File: src/rtl/dcache_ctrl_if.sv
// CPU load/store port and memblock line port of the data cache.
// slave is the cache side; master is the CPU plus memory side.
interface dcache_ctrl_if;
    logic         cpu_rd;
    logic         cpu_wr;
    logic [31:0]  cpu_addr;
    logic [63:0]  cpu_wdata;
    logic [63:0]  cpu_rdata;
    logic         cpu_stall;
    logic         blockread;
    logic         blockwrite;
    logic [31:0]  blockaddr;
    logic [255:0] writeblock;
    logic [255:0] readblock;
    logic         ready;

    modport slave (
        input  cpu_rd,
        input  cpu_wr,
        input  cpu_addr,
        input  cpu_wdata,
        output cpu_rdata,
        output cpu_stall,
        output blockread,
        output blockwrite,
        output blockaddr,
        output writeblock,
        input  readblock,
        input  ready
    );

    modport master (
        output cpu_rd,
        output cpu_wr,
        output cpu_addr,
        output cpu_wdata,
        input  cpu_rdata,
        input  cpu_stall,
        input  blockread,
        input  blockwrite,
        input  blockaddr,
        input  writeblock,
        output readblock,
        output ready
    );
endinterface

File: src/rtl/dcache_ctrl.sv
// Direct-mapped write-back write-allocate data cache in front of memblock.
// Hits complete with zero stall; misses write back a dirty victim, then fetch.
module dcache_ctrl #(
    parameter int INDEX_BITS = 3
) (
    input  logic  clk,
    input  logic  reset_n,
    dcache_ctrl_if.slave bus
);
    localparam int TAG_BITS = 32 - 5 - INDEX_BITS;
    localparam int NLINES   = 1 << INDEX_BITS;

    localparam logic [1:0] IDLE    = 2'd0;
    localparam logic [1:0] WB      = 2'd1;
    localparam logic [1:0] RD_REQ  = 2'd2;
    localparam logic [1:0] RD_WAIT = 2'd3;

    logic [1:0] state;
    logic [1:0] state_nx;

    logic [255:0]          data_q [NLINES];
    logic [TAG_BITS-1:0]   tag_q  [NLINES];
    logic [NLINES-1:0]     valid_q;
    logic [NLINES-1:0]     dirty_q;

    logic [INDEX_BITS-1:0] idx;
    logic [TAG_BITS-1:0]   tag;
    logic [1:0]            word;
    logic [7:0]            woff;
    logic [255:0]          line;
    logic [255:0]          store_line;
    logic                  req;
    logic                  hit;
    logic                  store_hit;
    logic                  wb_done;
    logic                  fill;
    logic                  unused_addr;

    assign idx  = bus.cpu_addr[5 +: INDEX_BITS];
    assign tag  = bus.cpu_addr[31 -: TAG_BITS];
    assign word = bus.cpu_addr[4:3];
    // word0 lives in the top 64 bits, so the offset is (3-word)*64
    assign woff = {~word, 6'b0};
    assign line = data_q[idx];

    assign unused_addr = ^bus.cpu_addr[2:0];

    assign req       = bus.cpu_rd | bus.cpu_wr;
    assign hit       = valid_q[idx] & (tag_q[idx] == tag);
    assign store_hit = (state == IDLE) & bus.cpu_wr & hit;
    assign wb_done   = (state == WB) & bus.ready;
    assign fill      = (state == RD_WAIT) & bus.ready;

    always_comb begin
        store_line = line;
        store_line[woff +: 64] = bus.cpu_wdata;
    end

    always_comb begin
        state_nx = state;
        unique case (state)
            IDLE: begin
                if (req && !hit) begin
                    state_nx = (valid_q[idx] && dirty_q[idx]) ? WB : RD_REQ;
                end
            end
            WB: begin
                if (bus.ready) state_nx = RD_REQ;
            end
            RD_REQ: begin
                if (bus.ready) state_nx = RD_WAIT;
            end
            RD_WAIT: begin
                if (bus.ready) state_nx = IDLE;
            end
            default: state_nx = IDLE;
        endcase
    end

    assign bus.cpu_rdata  = line[woff +: 64];
    assign bus.cpu_stall  = (state != IDLE) | (req & ~hit);
    // gating on ready keeps a still-busy memory from being re-triggered
    assign bus.blockread  = (state == RD_REQ) & bus.ready;
    assign bus.blockwrite = (state == WB) & bus.ready;
    assign bus.writeblock = line;

    always_comb begin
        if (state == WB) begin
            bus.blockaddr = {5'b0, tag_q[idx], idx};
        end else begin
            bus.blockaddr = {5'b0, bus.cpu_addr[31:5]};
        end
    end

    always_ff @(posedge clk or negedge reset_n) begin
        if (!reset_n) begin
            state   <= IDLE;
            valid_q <= '0;
            dirty_q <= '0;
        end else begin
            state <= state_nx;
            if (store_hit) begin
                dirty_q[idx] <= 1'b1;
            end
            if (wb_done) begin
                dirty_q[idx] <= 1'b0;
            end
            if (fill) begin
                valid_q[idx] <= 1'b1;
                dirty_q[idx] <= 1'b0;
            end
        end
    end

    always_ff @(posedge clk) begin
        if (store_hit) begin
            data_q[idx] <= store_line;
        end else if (fill) begin
            data_q[idx] <= bus.readblock;
            tag_q[idx]  <= tag;
        end
    end
endmodule

File: src/flat_wrapper.sv
// flat-port wrapper written by rule: the top's interface ports become plain ports
module dcache_ctrl_flat 
#(
    parameter int INDEX_BITS = 3
)
  (clk, reset_n, bus_cpu_rd, bus_cpu_wr, bus_cpu_addr, bus_cpu_wdata, bus_cpu_rdata, bus_cpu_stall, bus_blockread, bus_blockwrite, bus_blockaddr, bus_writeblock, bus_readblock, bus_ready);
  dcache_ctrl_if bus_i ();
  input  logic clk;
  input  logic reset_n;
  input wire logic [$bits(bus_i.cpu_rd)-1:0] bus_cpu_rd;
  input wire logic [$bits(bus_i.cpu_wr)-1:0] bus_cpu_wr;
  input wire logic [$bits(bus_i.cpu_addr)-1:0] bus_cpu_addr;
  input wire logic [$bits(bus_i.cpu_wdata)-1:0] bus_cpu_wdata;
  output wire logic [$bits(bus_i.cpu_rdata)-1:0] bus_cpu_rdata;
  output wire logic [$bits(bus_i.cpu_stall)-1:0] bus_cpu_stall;
  output wire logic [$bits(bus_i.blockread)-1:0] bus_blockread;
  output wire logic [$bits(bus_i.blockwrite)-1:0] bus_blockwrite;
  output wire logic [$bits(bus_i.blockaddr)-1:0] bus_blockaddr;
  output wire logic [$bits(bus_i.writeblock)-1:0] bus_writeblock;
  input wire logic [$bits(bus_i.readblock)-1:0] bus_readblock;
  input wire logic [$bits(bus_i.ready)-1:0] bus_ready;
  assign bus_i.cpu_rd = bus_cpu_rd;
  assign bus_i.cpu_wr = bus_cpu_wr;
  assign bus_i.cpu_addr = bus_cpu_addr;
  assign bus_i.cpu_wdata = bus_cpu_wdata;
  assign bus_cpu_rdata = bus_i.cpu_rdata;
  assign bus_cpu_stall = bus_i.cpu_stall;
  assign bus_blockread = bus_i.blockread;
  assign bus_blockwrite = bus_i.blockwrite;
  assign bus_blockaddr = bus_i.blockaddr;
  assign bus_writeblock = bus_i.writeblock;
  assign bus_i.readblock = bus_readblock;
  assign bus_i.ready = bus_ready;
  dcache_ctrl #(.INDEX_BITS(INDEX_BITS)) u_core (.clk(clk), .reset_n(reset_n), .bus(bus_i));
endmodule
File: config.mk
export PLATFORM = sky130hd
export DESIGN_NAME = dcache_ctrl_flat
export DESIGN_NICKNAME = d
export VERILOG_FILES = /design/src/rtl/dcache_ctrl_if.sv /design/src/rtl/dcache_ctrl.sv /design/src/flat_wrapper.sv
export SDC_FILE = /design/constraint.sdc
export NUM_CORES = 2
export LEC_CHECK = 0
export ABC_AREA = 1
export CAP_MARGIN = 40
export CORE_ASPECT_RATIO = 1.4
export CORE_MARGIN = 4
export CORE_UTILIZATION = 35
export DETAILED_ROUTE_END_ITERATION = 12
export PLACE_DENSITY = 0.5
export SLEW_MARGIN = 0
export SYNTH_ARGS = -nofsm -noshare
export SYNTH_HDL_FRONTEND = slang
export SYNTH_SLANG_ARGS = --single-unit
export TNS_END_PERCENT = 30
File: constraint.sdc
create_clock -name clk -period 33.3 [get_ports clk]
set_clock_uncertainty 0.2 [all_clocks]
set_input_delay 6.66 -clock clk [delete_from_list [all_inputs] [get_ports clk]]
set_output_delay 6.66 -clock clk [all_outputs]
set_load 0.005 [all_outputs]
* Word-level counts from Yosys, hierarchy flattened
Memories as Yosys holds them, arrays and structs flattened. Cells that the tools add are included.
Operators by class: add/sub/neg operators 1, $lt $le $gt $ge 2, equal/unequal tests 8, shift operators 3, mux-type cells 23, bitwise operators 17, reductions and logical operators 7
Operators by type and width (count):
- $bwmux W256 | 1
- $mux W256 | 1
- $shift A64 B10 Y256 const A | 1
- $shiftx A256 B9 Y64 | 1
- $shiftx A64 B10 Y256 | 1
- $mux W27 | 1
- $eq A24 B24 Y1 | 1
- $mux W8 | 3
- $and A8 B8 Y8 | 2
- $or A8 B8 Y8 | 2
- $mux W2 | 5
- $neg A8 Y10 | 1
- $mux W1 | 8
- $ne A2 B2 Y1 const B | 4
- $not A8 Y8 | 1
- $pmux W2 S4 | 1
- $and A1 B1 Y1 | 7
- $bmux W1 S3 | 2
- $eq A2 B2 Y1 const B | 2
- $lt A3 B4 Y1 const B | 1
- $reduce_and A4 Y1 | 1
- $demux W1 S3 | 1
- $ge A3 B1 Y1 const B | 1
- $logic_and A1 B1 Y1 | 3
- other kinds (7) | 9
Word-level totals: bits in registers 18, RAM bits 2240, input port bits 357, output and inout port bits 355, word-level logic and storage cells 66, memories 2
Memories:
- u_core.data_q | words 8, bits a word 256, read ports 1, clocked after memory_dff 0, write ports 1, RTL line dcache_ctrl.sv:21 | logic [255:0] data_q [NLINES];
- u_core.tag_q | words 8, bits a word 24, read ports 1, clocked after memory_dff 0, write ports 1, RTL line dcache_ctrl.sv:22 | logic [TAG_BITS-1:0] tag_q [NLINES];

* Longest topological paths before layout
depth in word-level cells 10, mapped depth 22

* Least setup slack after synthesis
No wires, ideal clock.
kind in2reg, start in bus_cpu_addr[5], end mem u_core.data_q[1][0], enable pin, library setup time 882 ps, arrival time 18871 ps, data required time 32218 ps, path slack 13347 ps, stages 16, path buffers 3, path through buf_4 inv_2 buf_6 buf_4 or2_0 nand2_1 nand2_1 o21bai_1 nand2_1 nor2_1 nand3_1 nor2_1 nand3_1 nand2_1 inv_1 nor2_1
Between the ends: word-level cells in the longest chain between the ends 7, elaborated cells on any way between the ends 11, those cells by class eq/ne (1); mux (6); bitwise (3); memory (1)
RTL lines:
- from (decl) | RTL line flat_wrapper.sv:12 | input wire logic [$bits(bus_i.cpu_addr)-1:0] bus_cpu_addr;
- $mem_v2 Z8 W24 or $bmux W1 S3 (tied branches)
- $eq A24 B24 Y1 or $mux W1 (tied branches) | RTL line dcache_ctrl.sv:49 | assign hit = valid_q[idx] & (tag_q[idx] == tag);
- $and A1 B1 Y1 | RTL line dcache_ctrl.sv:49
- $and A1 B1 Y1 | RTL line dcache_ctrl.sv:50 | assign store_hit = (state == IDLE) & bus.cpu_wr & hit;
- $mux W1 | RTL line dcache_ctrl.sv:116 | if (store_hit) begin
- $mux W1 (on tied branches) | RTL line dcache_ctrl.sv:117, dcache_ctrl.sv:119
- $or A1 B1 Y1 (no source line)
- to (decl) | RTL line dcache_ctrl.sv:21
Parallel ways exist; a longest one is shown, timed or not. The select of a mux whose other input is x is not followed.

* Worst setup path after layout
start in bus_cpu_addr[7], end out bus_cpu_rdata[19]
Between the ends: word-level cells in the longest chain between the ends 2
RTL lines:
- $mem_v2 Z8 W256
- $shiftx A256 B9 Y64 | RTL line dcache_ctrl.sv:80 | assign bus.cpu_rdata = line[woff +: 64];
- to (decl) | RTL line flat_wrapper.sv:14 | output wire logic [$bits(bus_i.cpu_rdata)-1:0] bus_cpu_rdata;
No other way between the ends.

==> results.py <==
metrics = {
    "cts": {
        "cts_made_buffers": 225,
        "htreeDepth": 4,
        "root_buffer": "clkbuf_16",
        "post_cts_resized": 0,
        "postCtsSetupBuffers": 0,
        "cts_tree": "done",
        "cts.path.max_buffers": 4,
        "path_clk_slew_ps": 60,
        "clock_latency_ps": 920,
        "cts.sinks": 2258,
        "hold_buffers": 0,
    },
    "critical_path": {
        "cp_common_cell": "buf_4",
        "max_stage_delay_ps": 850,
        "critPathMaxFanout": 48,
        "cp.arrival_ps": 12810,
        "crit_path_end_kind": "output pin",
        "slowest_stage": "clkdlybuf4s50_1",
        "r2r_setup_slack_ps": 27780,
        "required_ps": 26440,
        "cp_cell_sequence": "clkdlybuf4s50_1 -> nand2_1 -> nor2_4 -> buf_4 -> buf_4 -> buf_4 -> buf_4 -> a22o_1 -> a221oi_1 -> nand2_1 -> inv_1 -> nand2_1 -> o21ai_0 -> o22ai_1 -> clkdlybuf4s50_1",
        "crit_family": "buffers and inverters",
        "critical_path_buf_inv_count": 7,
        "crit_type": "in -> out",
        "startpoint_type": "primary input",
        "rr_worst_depth": 13,
        "reg2reg_from": "u_core.tag_q[0][18]$_DFFE_PP_",
        "worstSetupStartpoint": "bus_cpu_addr[7]",
        "r2r-end": "u_core.data_q[3][186]$_DFFE_PP_",
    },
    "placement": {
        "dpl-instance-area_um2": 103800,
        "gp_congestion": 0.8684,
        "pre_cts_ws_ps": 13830,
        "dp_hpwl_um": 274400,
        "io_buffer_count": 703,
    },
    "yosys": {
        "synth_top_area_share_pct": 72.78,
        "async_flop_share_pct": 0.7972,
        "ys_types": 46,
        "synth.most_common_cell": "edfxtp_1",
        "synth_edf_count": 2240,
        "yosys-top-cells-area": "edfxtp_1 (73%), nand2_1 (8.0%), a22o_1 (2.7%)",
        "synth_seq_cells": 2258,
        "synth.yosys.seq_area_share_pct": 73.27,
        "yosysTopAreaCell": "edfxtp_1",
        "postSynthAreaPerCell_um2": 12.75,
        "syn_inst": 7250,
        "synth_commonest_cells": "edfxtp_1 (2240), nand2_1 (1977), inv_1 (493)",
        "ys.flop_type": "edfxtp_1",
        "synth_area_um2": 92420,
        "yosysWarnings": 0,
    },
    "final_layout": {
        "multi_input_area_um2": 20840,
        "regArea_um2": 67710,
        "layout-drive-gt1-share_pct": 6.437,
        "area_growth_pct": 19.92,
        "stdcell_area_um2": 110800,
        "nFillCells": 24430,
        "final_nets": 8255,
    },
    "route": {
        "avgRoutedWirePerCell_um": 35.50,
        "ant_nets": 0,
        "wl_um": 411000,
        "drc_errors": 0,
        "avgViaCountPerCell": 5.722,
        "drt_iter0_markers": 8705,
        "num_vias": 66242,
        "first_pass_iters": 8,
    },
    "timing": {
        "finalHoldViolations": 0,
        "drv_slew": 0,
        "timing.setup.tns_ps": 0,
        "maxSlewHeadroom_pct": 27.33,
        "grt_setup_unrepaired": "no",
        "max_freq_mhz": 50.84,
        "setup_violations": 0,
        "whs_ps": 249.9,
        "timing.final.ws_setup_ps": 13630,
        "worst_pin_slew_ps": 1090,
        "period_needed_ps": 19670,
        "fin_crit_sh_pct": 59.07,
    },
    "floorplanning": {
        "initial_utilization_pct": 35.12,
        "num_rows": 223,
        "die_x_um": 442.3,
        "io_pins": 712,
        "chipHeight_um": 616.0,
        "die_area_um2": 272500,
        "core_area_um2": 263100,
    },
    "global_routing": {
        "grt-ovfl-total": 0,
        "grt_pass1_wl_um": 546800,
        "grt_pass1_vias": 61735,
        "grt_use_total_pct": 28.97,
        "grt_max_degree": 121,
        "top_usage_layer": "met2",
        "use_met1_pct": 37.66,
        "grt_use_met3_pct": 7.542,
        "antenna_found_initial": 64,
        "gr-usage-met2_pct": 44.96,
    },
    "worst_hold_path": {
        "worstHoldPathCells": 2,
        "holdPathEnd": "u_core.valid_q[6]$_DFFE_PN0P_",
        "holdCritStartpoint": "u_core.valid_q[6]$_DFFE_PN0P_",
        "hold_path_class": "reg -> reg",
    },
    "job": {
        "maxCapViolCount": 0,
    },
    "pwr": {
        "max-vdd-ir-drop_mv": 0.04231,
        "power_uw": 6874,
        "leakage_uw": 0.03885,
        "p_per_area_nw_per_um2": 62.03,
    },
    "outcome": {
        "status": "finished, final reports clean",
    },
}
==> power breakdown <==
part / internal, uW / switching, uW
Sequential: 3340 / 15.0
Clock: 1380 / 1100
Combinational: 272 / 756
==> state kept, by name (all words and copies together) (netlist names), named ones only <==
register / cells
u_core.data_q: 2048
u_core.dirty_q: 1
u_core.state: 2
u_core.tag_q: 192
u_core.valid_q: 8
==> worst reg2reg max path: stages, from the launching register on <==
cell and delay [ps]:
edfxtp_1 350, or2_2 270, nand3_1 80, nand2_1 80, o21bai_1 460, nand4_1 170, nor2_1 180, nand2_1 70
nor2_1 540, nand4_1 330, nand2_4 650, buf_4 670, buf_12 290, buf_4 780
==> layout make-up <==
type | instances | share of cell area, %
diodes | 27 | 0.06096
clock buffers | 272 | 5.287
clock inverters | 130 | 0.9833
inverters | 510 | 1.766
multi-input cells | 4035 | 18.81
flip-flops and latches | 2258 | 61.10
well taps | 3487 | 3.937
repair buffers | 858 | 8.062
==> through the flow <==
step / std cells / utilization, %
global route: 11556 / 42.10
CTS: 11549 / 42.09
detailed placement: 11147 / 39.45
floorplan: 7254 / -
finish: 11577 / 42.12
global placement: 11105 / 39.14
==> layer usage <==
| metal | up-vias | wire length (um) |
|---|---|---|
| met2 | 3660 | 186500 |
| met5 | - | 124 |
| met1 | 34138 | 158000 |
| met4 | 18 | 24290 |
| li1 | 27857 | - |
| met3 | 569 | 42080 |
==> worst max path at each step <==
stage,to,cells after the start,slack [ps]
after CTS,bus_cpu_rdata[1],12,13800
after floorplan,u_core.data_q[1][0]$_DFFE_PP_,16,13350
after detailed placement,bus_cpu_rdata[1],12,13830
final,bus_cpu_rdata[19],15,13630
after global routing,bus_cpu_rdata[19],17,13670
after global placement,bus_cpu_rdata[14],12,13600
==> cell families after synthesis <==
kind of cell | count (synthesis) | synth area share [%]
buffers and inverters | 961 | 4.396
adder cells (fa/ha/maj) | 10 | 0.1354
flip-flops | 2258 | 73.27
AND/OR/NAND/NOR | 2660 | 11.58
other | 1 | 0.004058
AO/OA/AOI/OAI | 1360 | 10.62
==> layout by cell type, fill, tap and decap left out, drive strengths merged, types with 2 or more instances in the layout <==
| cell | instances |
|---|---|
| nand2 | 1979 |
| bufinv | 18 |
| o21bai | 10 |
| conb | 5 |
| clkinvlp | 9 |
| inv | 516 |
| o211ai | 6 |
| buf | 157 |
| nor2 | 351 |
| a22o | 287 |
| nand4 | 177 |
| nand3 | 107 |
| clkbuf | 273 |
| ha | 10 |
| dfrtp | 18 |
| a211o | 7 |
| a31oi | 4 |
| diode | 27 |
| a221oi | 276 |
| and3 | 9 |
| nor4 | 6 |
| clkinv | 97 |
| a22oi | 170 |
| o2bb2ai | 2 |
| o41ai | 54 |
| clkdlybuf4s50 | 700 |
| a21boi | 6 |
| or2 | 17 |
| a21oi | 155 |
| edfxtp | 2240 |
| nand3b | 8 |
| o21ai | 255 |
| nor3 | 5 |
| o22ai | 124 |
No activity file was read; power rests on OpenSTA's default activity.
